File: src/rtl/hash_empty_ptr_storage_pkg.sv
// -----------------------------------------------------------------------------
// hash_empty_ptr_storage_pkg
// Shared definitions for the hash table free-address storage.
//   TABLE_ADDR_WIDTH  : width of a data-table address
//   empty_ptr_state_t : free-list allocator states (initial fill / ready)
// -----------------------------------------------------------------------------
package hash_empty_ptr_storage_pkg;

  localparam int TABLE_ADDR_WIDTH = 8;

  typedef enum logic {
    EPS_INIT,
    EPS_READY
  } empty_ptr_state_t;

endpackage

File: src/rtl/hash_empty_ptr_storage_if.sv
// -----------------------------------------------------------------------------
// hash_empty_ptr_storage_if
// Handshake bundle between the hash table insert/delete paths and the
// free-address storage.
//   add_empty_ptr          : address being returned to the pool
//   add_empty_ptr_en       : free strobe
//   next_empty_ptr         : current free address (show-ahead)
//   next_empty_ptr_val     : next_empty_ptr is valid
//   next_empty_ptr_rd_ack  : consumer takes next_empty_ptr this cycle
// master = hash table side, slave = storage side.
// -----------------------------------------------------------------------------
interface hash_empty_ptr_storage_if
  import hash_empty_ptr_storage_pkg::*;
#(
  parameter int ADDR_WIDTH = TABLE_ADDR_WIDTH
);

  logic [ADDR_WIDTH-1:0] add_empty_ptr;
  logic                  add_empty_ptr_en;
  logic [ADDR_WIDTH-1:0] next_empty_ptr;
  logic                  next_empty_ptr_val;
  logic                  next_empty_ptr_rd_ack;

  modport master (
    output add_empty_ptr,
    output add_empty_ptr_en,
    output next_empty_ptr_rd_ack,
    input  next_empty_ptr,
    input  next_empty_ptr_val
  );

  modport slave (
    input  add_empty_ptr,
    input  add_empty_ptr_en,
    input  next_empty_ptr_rd_ack,
    output next_empty_ptr,
    output next_empty_ptr_val
  );

endinterface

File: src/rtl/hash_empty_ptr_storage_fifo.sv
// -----------------------------------------------------------------------------
// hash_ptr_fifo
// DEPTH-entry circular FIFO of data-table addresses (DEPTH = 2**ADDR_WIDTH).
// Pointers are ADDR_WIDTH wide and wrap naturally; the count is one bit wider
// so that "full" (DEPTH) is representable.
//   clk_i, rst_i : clock, async active-high reset
//   clr_i        : synchronous clear of pointers and count
//   wr_en_i      : push wr_data_i (caller guarantees room)
//   rd_en_i      : pop head (caller guarantees non-empty)
//   rd_data_o    : head entry, combinational from the array
//   cnt_o        : number of entries held
// -----------------------------------------------------------------------------
module hash_ptr_fifo #(
  parameter int ADDR_WIDTH = 8
) (
  input  logic                  clk_i,
  input  logic                  rst_i,
  input  logic                  clr_i,
  input  logic                  wr_en_i,
  input  logic [ADDR_WIDTH-1:0] wr_data_i,
  input  logic                  rd_en_i,
  output logic [ADDR_WIDTH-1:0] rd_data_o,
  output logic [ADDR_WIDTH:0]   cnt_o
);

  localparam int DEPTH = 2 ** ADDR_WIDTH;

  logic [ADDR_WIDTH-1:0] mem [DEPTH];
  logic [ADDR_WIDTH-1:0] wr_ptr_q;
  logic [ADDR_WIDTH-1:0] rd_ptr_q;
  logic [ADDR_WIDTH:0]   cnt_q;

  // Storage array is left unreset so it can map onto distributed RAM.
  always_ff @(posedge clk_i) begin
    if (wr_en_i) begin
      mem[wr_ptr_q] <= wr_data_i;
    end
  end

  // Pointer and occupancy bookkeeping; a simultaneous push and pop leaves
  // the count unchanged.
  always_ff @(posedge clk_i or posedge rst_i) begin
    if (rst_i) begin
      wr_ptr_q <= '0;
      rd_ptr_q <= '0;
      cnt_q    <= '0;
    end else if (clr_i) begin
      wr_ptr_q <= '0;
      rd_ptr_q <= '0;
      cnt_q    <= '0;
    end else begin
      if (wr_en_i) begin
        wr_ptr_q <= wr_ptr_q + ADDR_WIDTH'(1);
      end
      if (rd_en_i) begin
        rd_ptr_q <= rd_ptr_q + ADDR_WIDTH'(1);
      end
      case ({wr_en_i, rd_en_i})
        2'b10:   cnt_q <= cnt_q + (ADDR_WIDTH+1)'(1);
        2'b01:   cnt_q <= cnt_q - (ADDR_WIDTH+1)'(1);
        default: cnt_q <= cnt_q;
      endcase
    end
  end

  assign rd_data_o = mem[rd_ptr_q];
  assign cnt_o     = cnt_q;

endmodule

File: src/rtl/hash_empty_ptr_storage.sv
// -----------------------------------------------------------------------------
// hash_empty_ptr_storage
// Free-list allocator for hash table data-table addresses. After reset it
// fills itself with every address 0..DEPTH-1, then hands out one free address
// at a time (show-ahead) and accepts freed addresses back.
//   clk_i, rst_i   : clock, async active-high reset
//   srst_i         : synchronous clear, restarts the initial fill
//   ptr_if (slave) : free strobe/address in, next free address/valid out,
//                    consumer read acknowledge in
//   empty_cnt_o    : number of free addresses held (registered)
//   init_done_o    : initial fill complete
//   overflow_o     : sticky, free while full (no take) or during fill
//   underflow_o    : sticky, acknowledge while nothing valid
//   double_free_o  : sticky, free of an address already in the pool
// Optional: define HASH_EMPTY_PTR_DOUBLE_FREE_CHECK_EN to track a per-address
// free mask and reject double frees; otherwise double_free_o is tied 0.
// -----------------------------------------------------------------------------
module hash_empty_ptr_storage
  import hash_empty_ptr_storage_pkg::*;
#(
  parameter int ADDR_WIDTH = TABLE_ADDR_WIDTH
) (
  input  logic                 clk_i,
  input  logic                 rst_i,
  input  logic                 srst_i,
  hash_empty_ptr_storage_if.slave ptr_if,
  output logic [ADDR_WIDTH:0]  empty_cnt_o,
  output logic                 init_done_o,
  output logic                 overflow_o,
  output logic                 underflow_o,
  output logic                 double_free_o
);

  localparam int DEPTH = 2 ** ADDR_WIDTH;
  localparam logic [ADDR_WIDTH:0] DEPTH_CNT = (ADDR_WIDTH+1)'(DEPTH);

  empty_ptr_state_t state_q, state_d;

  logic [ADDR_WIDTH-1:0] init_addr_q;
  logic [ADDR_WIDTH-1:0] fifo_rd_data;
  logic [ADDR_WIDTH:0]   fifo_cnt;
  logic                  fifo_wr_en;
  logic [ADDR_WIDTH-1:0] fifo_wr_data;
  logic                  fifo_rd_en;
  logic                  full;
  logic                  val;
  logic                  take;
  logic                  free_ok;
  logic                  dup;
  logic                  set_ovf;
  logic                  set_unf;
  logic                  set_dbl;
  logic                  ovf_q;
  logic                  unf_q;

  assign full = (fifo_cnt == DEPTH_CNT);
  assign val  = (state_q == EPS_READY) && (fifo_cnt != '0);

`ifdef HASH_EMPTY_PTR_DOUBLE_FREE_CHECK_EN
  logic [DEPTH-1:0] free_mask_q;
  logic             dbl_q;

  // A free of the address being taken in the same cycle is legal, so the
  // take is applied to the mask before the duplicate test.
  assign dup = free_mask_q[ptr_if.add_empty_ptr] &&
               !(take && (fifo_rd_data == ptr_if.add_empty_ptr));
`else
  assign dup = 1'b0;
`endif

  // State register and initial-fill address counter.
  always_ff @(posedge clk_i or posedge rst_i) begin
    if (rst_i) begin
      state_q     <= EPS_INIT;
      init_addr_q <= '0;
    end else if (srst_i) begin
      state_q     <= EPS_INIT;
      init_addr_q <= '0;
    end else begin
      state_q <= state_d;
      if (state_q == EPS_INIT) begin
        init_addr_q <= init_addr_q + ADDR_WIDTH'(1);
      end
    end
  end

  // Next state and FIFO strobes. During the fill every cycle writes the
  // next address; once ready, frees need room, which a same-cycle take
  // provides even when full. srst_i masks every strobe.
  always_comb begin
    state_d      = state_q;
    fifo_wr_en   = 1'b0;
    fifo_wr_data = ptr_if.add_empty_ptr;
    fifo_rd_en   = 1'b0;
    take         = 1'b0;
    free_ok      = 1'b0;
    set_ovf      = 1'b0;
    set_unf      = 1'b0;
    set_dbl      = 1'b0;
    case (state_q)
      EPS_INIT: begin
        fifo_wr_en   = 1'b1;
        fifo_wr_data = init_addr_q;
        set_ovf      = ptr_if.add_empty_ptr_en;
        if (&init_addr_q) begin
          state_d = EPS_READY;
        end
      end
      EPS_READY: begin
        take       = ptr_if.next_empty_ptr_rd_ack && val;
        fifo_rd_en = take;
        free_ok    = ptr_if.add_empty_ptr_en && (!full || take) && !dup;
        fifo_wr_en = free_ok;
        set_ovf    = ptr_if.add_empty_ptr_en && full && !take;
        set_dbl    = ptr_if.add_empty_ptr_en && dup;
      end
      default: state_d = EPS_INIT;
    endcase
    set_unf = ptr_if.next_empty_ptr_rd_ack && !val;
    if (srst_i) begin
      state_d    = EPS_INIT;
      fifo_wr_en = 1'b0;
      fifo_rd_en = 1'b0;
      take       = 1'b0;
      free_ok    = 1'b0;
      set_ovf    = 1'b0;
      set_unf    = 1'b0;
      set_dbl    = 1'b0;
    end
  end

  // Sticky error flags, cleared only by a reset.
  always_ff @(posedge clk_i or posedge rst_i) begin
    if (rst_i) begin
      ovf_q <= 1'b0;
      unf_q <= 1'b0;
    end else if (srst_i) begin
      ovf_q <= 1'b0;
      unf_q <= 1'b0;
    end else begin
      ovf_q <= ovf_q | set_ovf;
      unf_q <= unf_q | set_unf;
    end
  end

`ifdef HASH_EMPTY_PTR_DOUBLE_FREE_CHECK_EN
  // Free mask: empty during the fill, all ones on the fill's last cycle,
  // then cleared on take and set on accepted free (take applied first).
  always_ff @(posedge clk_i or posedge rst_i) begin
    if (rst_i) begin
      free_mask_q <= '0;
      dbl_q       <= 1'b0;
    end else if (srst_i) begin
      free_mask_q <= '0;
      dbl_q       <= 1'b0;
    end else begin
      dbl_q <= dbl_q | set_dbl;
      if (state_q == EPS_INIT) begin
        if (&init_addr_q) begin
          free_mask_q <= '1;
        end
      end else begin
        if (take) begin
          free_mask_q[fifo_rd_data] <= 1'b0;
        end
        if (free_ok) begin
          free_mask_q[ptr_if.add_empty_ptr] <= 1'b1;
        end
      end
    end
  end

  assign double_free_o = dbl_q;
`else
  assign double_free_o = 1'b0;
`endif

  hash_ptr_fifo #(
    .ADDR_WIDTH (ADDR_WIDTH)
  ) u_fifo (
    .clk_i     (clk_i),
    .rst_i     (rst_i),
    .clr_i     (srst_i),
    .wr_en_i   (fifo_wr_en),
    .wr_data_i (fifo_wr_data),
    .rd_en_i   (fifo_rd_en),
    .rd_data_o (fifo_rd_data),
    .cnt_o     (fifo_cnt)
  );

  // Output reads 0 until the pool is ready so a cleared table shows no
  // stale head.
  assign ptr_if.next_empty_ptr     = (state_q == EPS_READY) ? fifo_rd_data : '0;
  assign ptr_if.next_empty_ptr_val = val;
  assign empty_cnt_o               = fifo_cnt;
  assign init_done_o               = (state_q == EPS_READY);
  assign overflow_o                = ovf_q;
  assign underflow_o               = unf_q;

  logic unused_set_dbl;
  assign unused_set_dbl = set_dbl;

endmodule

File: src/flat_wrapper.sv
// flat-port wrapper written by rule: the top's interface ports become plain ports
module hash_empty_ptr_storage_flat import hash_empty_ptr_storage_pkg::*;
#(
  parameter int ADDR_WIDTH = TABLE_ADDR_WIDTH
)
  (clk_i, rst_i, srst_i, empty_cnt_o, init_done_o, overflow_o, underflow_o, double_free_o, ptr_if_add_empty_ptr, ptr_if_add_empty_ptr_en, ptr_if_next_empty_ptr_rd_ack, ptr_if_next_empty_ptr, ptr_if_next_empty_ptr_val);
  hash_empty_ptr_storage_if #(.ADDR_WIDTH(ADDR_WIDTH)) ptr_if_i ();
  input  logic clk_i;
  input  logic rst_i;
  input  logic srst_i;
  output logic [ADDR_WIDTH:0] empty_cnt_o;
  output logic init_done_o;
  output logic overflow_o;
  output logic underflow_o;
  output logic double_free_o;
  input wire logic [$bits(ptr_if_i.add_empty_ptr)-1:0] ptr_if_add_empty_ptr;
  input wire logic [$bits(ptr_if_i.add_empty_ptr_en)-1:0] ptr_if_add_empty_ptr_en;
  input wire logic [$bits(ptr_if_i.next_empty_ptr_rd_ack)-1:0] ptr_if_next_empty_ptr_rd_ack;
  output wire logic [$bits(ptr_if_i.next_empty_ptr)-1:0] ptr_if_next_empty_ptr;
  output wire logic [$bits(ptr_if_i.next_empty_ptr_val)-1:0] ptr_if_next_empty_ptr_val;
  assign ptr_if_i.add_empty_ptr = ptr_if_add_empty_ptr;
  assign ptr_if_i.add_empty_ptr_en = ptr_if_add_empty_ptr_en;
  assign ptr_if_i.next_empty_ptr_rd_ack = ptr_if_next_empty_ptr_rd_ack;
  assign ptr_if_next_empty_ptr = ptr_if_i.next_empty_ptr;
  assign ptr_if_next_empty_ptr_val = ptr_if_i.next_empty_ptr_val;
  hash_empty_ptr_storage #(.ADDR_WIDTH(ADDR_WIDTH)) u_core (.clk_i(clk_i), .rst_i(rst_i), .srst_i(srst_i), .ptr_if(ptr_if_i), .empty_cnt_o(empty_cnt_o), .init_done_o(init_done_o), .overflow_o(overflow_o), .underflow_o(underflow_o), .double_free_o(double_free_o));
endmodule
File: config.mk
export PLATFORM = sky130hd
export DESIGN_NAME = hash_empty_ptr_storage_flat
export DESIGN_NICKNAME = d
export VERILOG_FILES = /design/src/rtl/hash_empty_ptr_storage_pkg.sv /design/src/rtl/hash_empty_ptr_storage_if.sv /design/src/rtl/hash_empty_ptr_storage_fifo.sv /design/src/rtl/hash_empty_ptr_storage.sv /design/src/flat_wrapper.sv
export SDC_FILE = /design/constraint.sdc
export NUM_CORES = 2
export LEC_CHECK = 0
export ABC_AREA = 1
export BUFFER_PORTS_ARGS = -buffer_cell sky130_fd_sc_hd__clkbuf_2
export CAP_MARGIN = 25
export CORE_ASPECT_RATIO = 0.7
export CORE_MARGIN = 2
export CORE_UTILIZATION = 38
export DETAILED_ROUTE_END_ITERATION = 10
export PLACE_DENSITY = 0.59
export SKIP_CTS_REPAIR_TIMING = 1
export SYNTH_ARGS = -nofsm -noshare
export SYNTH_HDL_FRONTEND = slang
export SYNTH_SLANG_ARGS = --single-unit
File: constraint.sdc
create_clock -name clk_i -period 16.2 [get_ports clk_i]
set_input_delay 1.62 -clock clk_i [delete_from_list [all_inputs] [get_ports clk_i]]
set_output_delay 1.62 -clock clk_i [all_outputs]
set_load 0.1 [all_outputs]
==> out/metrics.cfg <==
[power]
vdd_ir_drop_max_uv=85.8
seq_power_share_pct=55.5
p_comb_share_pct=1.2
cellLeakagePower_nw=29.1
p_switching_mw=2.12
power_frac_clock_pct=43.3
power_density_of_the_placed_cells_mw_per_mm2=115
cellInternalPower_mw=8.50
netSwitchingFraction_pct=20.0

[grt]
track_usage_pct=20.9
number_of_antenna_violations_at_the_first_check_in_global_routing=8
grt_pass1_vias=49947
grt_pass1_wl_mm=348
grt_start_max_net_pins=289
overflow=0

[clock_network]
tritoncts=built
cts_root_buf=sky130_fd_sc_hd__clkbuf_16
register_clock_pin_slew_on_the_reported_worst_setup_and_hold_paths_ns=0.06
clock_sink_count=2084
clk-insertion-delay-late_ns=0.83
htree_num_levels=4
cts_made_buffers=197
cts_max_path_buffers=4

[outcome]
result_of_the_run=finished, final reports clean

[worst_hold_path]
min_path_type=reg -> reg
hold_path_end=u_core.underflow_o
worst_hold_startpoint=u_core.underflow_o
min_path_cells=2

[sta]
finalSetupViolCount=0
relSlewSlack_pct=21.2
max_clock_freq_mhz=124
finalWorstSetupSlack_ns=8.11
rsz_0062_raised_after_global_routing=no
post-route-min-period_ns=8.09
tightestPinTransition_ns=1.18
setup_tns_ns=0
skew_ns=0.0409
slew_violations=0
finalHoldViolCount=0
final_min_period_over_clock_period_pct=49.9

[die]
placementRows=143
effective_utilization_at_floorplan_pct=38.3
die_w_um=564
coreArea_mm2=0.218
die_h_um=396
ioPinCount=35
fp.dieArea_mm2=0.223

[placement]
place.detailed.hpwl_mm=132
port-buffer-count=33
dp_cells=9079
preCtsSetupSlack_ns=9.19
gp_congestion=0.861

[worst_setup_path]
worst_path_max_delay_cell=sky130_fd_sc_hd__dfrtp_4
worst_setup_path_startpoint=u_core.u_fifo.rd_ptr_q[1]
crit_type=reg -> out
worstRegToRegCells=8
crit_fanout=174
reg2reg_slack_ns=11.61
cp_cell_sequence=inv_8 -> buf_12 -> buf_4 -> o21ai_0 -> o221ai_1 -> nand3_1 -> nand3_1 -> nand2_1 -> nand3_1 -> nand3_1 -> a21oi_1 -> clkbuf_2
critPathCaptureType=output port
worstReg2RegStart=u_core.init_done_o
worst_setup_path_start_kind=flop
cp_slowest_stage_delay_ns=0.75
cp_num_buf_inv=4
path_common_cell=sky130_fd_sc_hd__nand3_1
worst_r2r_endpoint=u_core.u_fifo.mem[174][5]
crit_arrival_ns=6.47
critical_path_required_ns=14.58
critical_path.top_delay_family=buffers and inverters

[cells_and_area]
layout-drive-gt1-share_pct=6.60
layout_common_cells=2,048 x sky130_fd_sc_hd__edfxtp_1, 1,479 x sky130_fd_sc_hd__nor2_1, 1,058 x sky130_fd_sc_hd__o21ai_0
area.growth.synth_to_final_pct=10.8
layout_commonest_cell=sky130_fd_sc_hd__edfxtp_1
core_utilization_of_the_finished_layout_pct=42.5
final_cells=9435
fin_nets=6407

[route]
drt_first_iter_violations=8184
dr.pass1.iters=6
detail_route.drc_violations=0
post_drt_wl_per_cell_um=25.4
postRouteWirelength_mm=240
route.vias.total=54268
drt-vias-per-instance=5.75
ant_nets=0

[synth]
post_synth_and_or_nand_nor_area_fraction_pct=10.5
synthesis.yosys.warnings=0
synth_sequential_area_ratio_pct=74.8
post_synth_fa_ha_maj_area_fraction_pct=0.135
syn_area_mm2=0.0834
xor_and_xnor_fraction_of_the_mapped_netlist_area_pct=0.0315
synth.net_count=6558
post_synth_mux_area_share_pct=0
synthDistinctLibCells=39
synth_seq_cells=2084
syn-mean-instance-area_um2=12.8
synth_top_family_by_area=compound AO/OA/AOI/OAI gates
synth_compound_area_share_pct=11.7
post_synth_inst_count=6536

[run]
max_cap_viol_count=0

==> area by class of cell <==
type | count | area [um^2]
multi-input combinational | 3909 | 18800
fill | 19883 | 125000
sequential | 2084 | 62400
clock buffer | 244 | 5190
inverter | 80 | 334
antenna | 1 | 2.50
clock inverter | 104 | 1030
timing repair buffer | 113 | 1050
tap | 2900 | 3630
==> sequential cells by signal, indices dropped and copies added, names as in the netlist <==
signal / cells
u_core.init_addr_q: 8
u_core.underflow_o: 1
u_core.u_fifo.cnt_o: 9
u_core.overflow_o: 1
u_core.u_fifo.rd_ptr_q: 8
u_core.u_fifo.wr_ptr_q: 8
u_core.init_done_o: 1
u_core.u_fifo.mem: 2048
==> metal layers <==
metal | vias to the layer above | routed length, um | GRT usage [%] | part of all wire, %
li1 | 23864 | - | - | -
met1 | 27251 | 106000 | 31.9 | 44
met2 | 2818 | 98200 | 28.2 | 41
met3 | 329 | 30200 | 7.04 | 13
met4 | 6 | 5140 | 4.83 | 2.1
met5 | - | 35 | 0 | 0.015
==> logic make-up after synthesis <==
family / count (synthesis)
AOI/OAI and AO/OA: 1725
adders and majority gates: 9
other: 1
DFF: 2084
buffers and inverters: 543
xor gates and xnor gates: 3
and+or+nand+nor: 2171
==> Yosys cell counts <==
library cell,n,area [um^2]
sky130_fd_sc_hd__a211oi_1,1,7.51
sky130_fd_sc_hd__xor2_1,2,17.5
sky130_fd_sc_hd__xnor2_1,1,8.76
sky130_fd_sc_hd__o41ai_1,2,17.5
sky130_fd_sc_hd__o21ai_1,4,20.0
sky130_fd_sc_hd__nand4_2,8,100
sky130_fd_sc_hd__or2_2,6,37.5
sky130_fd_sc_hd__buf_4,35,263
sky130_fd_sc_hd__nor4_1,2,12.5
sky130_fd_sc_hd__nor2_1,1480,5560
sky130_fd_sc_hd__o221ai_1,81,709
sky130_fd_sc_hd__buf_1,19,71.3
sky130_fd_sc_hd__edfxtp_1,2048,61500
sky130_fd_sc_hd__inv_4,1,6.26
sky130_fd_sc_hd__nor3_1,14,70.1
sky130_fd_sc_hd__nor2_4,3,33.8
sky130_fd_sc_hd__a31oi_1,5,31.3
sky130_fd_sc_hd__buf_2,117,586
sky130_fd_sc_hd__nand2_2,10,62.6
sky130_fd_sc_hd__conb_1,1,3.75
sky130_fd_sc_hd__clkinv_1,17,63.8
sky130_fd_sc_hd__o21ai_0,1065,5330
sky130_fd_sc_hd__buf_6,4,45.0
sky130_fd_sc_hd__dfrtp_1,36,901
sky130_fd_sc_hd__o211ai_2,1,12.5
sky130_fd_sc_hd__ha_1,9,113
sky130_fd_sc_hd__nand4_1,23,144
sky130_fd_sc_hd__inv_2,4,15.0
sky130_fd_sc_hd__clkbuf_1,288,1080
sky130_fd_sc_hd__inv_1,58,218
sky130_fd_sc_hd__nand2_1,302,1130
sky130_fd_sc_hd__a2111oi_0,1,8.76
sky130_fd_sc_hd__a21oi_1,121,606
sky130_fd_sc_hd__nand3_1,317,1590
sky130_fd_sc_hd__nand3_2,3,30.0
sky130_fd_sc_hd__nand3b_1,2,15.0
sky130_fd_sc_hd__o211ai_1,172,1290
sky130_fd_sc_hd__o22ai_1,272,1700
sky130_fd_sc_hd__nor2_2,1,6.26
==> worst reg2reg max path: cells and delay by family, from the launching register on <==
kind	cells	cell delay [ns]
compound gates	1	0.34
buf+inv	2	0.48
simple gates	5	3.02
flops	1	0.35
==> power by group through the flow <==
stage               clock network [mW]  registers, mW  logic (mW)
finish                            4.60           5.89       0.128
global route                      4.84           5.89       0.136
CTS                               4.64           5.89       0.126
detailed placement                   0           6.01       0.126
global placement                     0           6.01       0.123
floorplan                            0           6.04      0.0503
==> how the worst max path moves through the flow <==
stage                               end  slack [ns]  cells after the start
2_1_floorplan   u_core.u_fifo.mem[0][5]        2.78                      3
3_3_place_gp   ptr_if_next_empty_ptr[2]        9.14                     16
3_5_place_dp   ptr_if_next_empty_ptr[2]        9.19                     16
4_1_cts        ptr_if_next_empty_ptr[5]        8.26                     12
5_1_grt        ptr_if_next_empty_ptr[4]        7.93                     12
6_report       ptr_if_next_empty_ptr[4]        8.11                     12
==> stage by stage <==
| step | cell area (um^2) | total power, mW | hold slack [ns] |
|---|---|---|---|
| final | 92400 | 10.6 | 0.514 |
| after floorplan | 83400 | 6.09 | 0.445 |
| after global routing | 92400 | 10.9 | 0.549 |
| after global placement | 86000 | 6.13 | 0.490 |
| after CTS | 92300 | 10.7 | 0.523 |
| after detailed placement | 86000 | 6.14 | 0.509 |
Power figures use the tool's default switching activity.
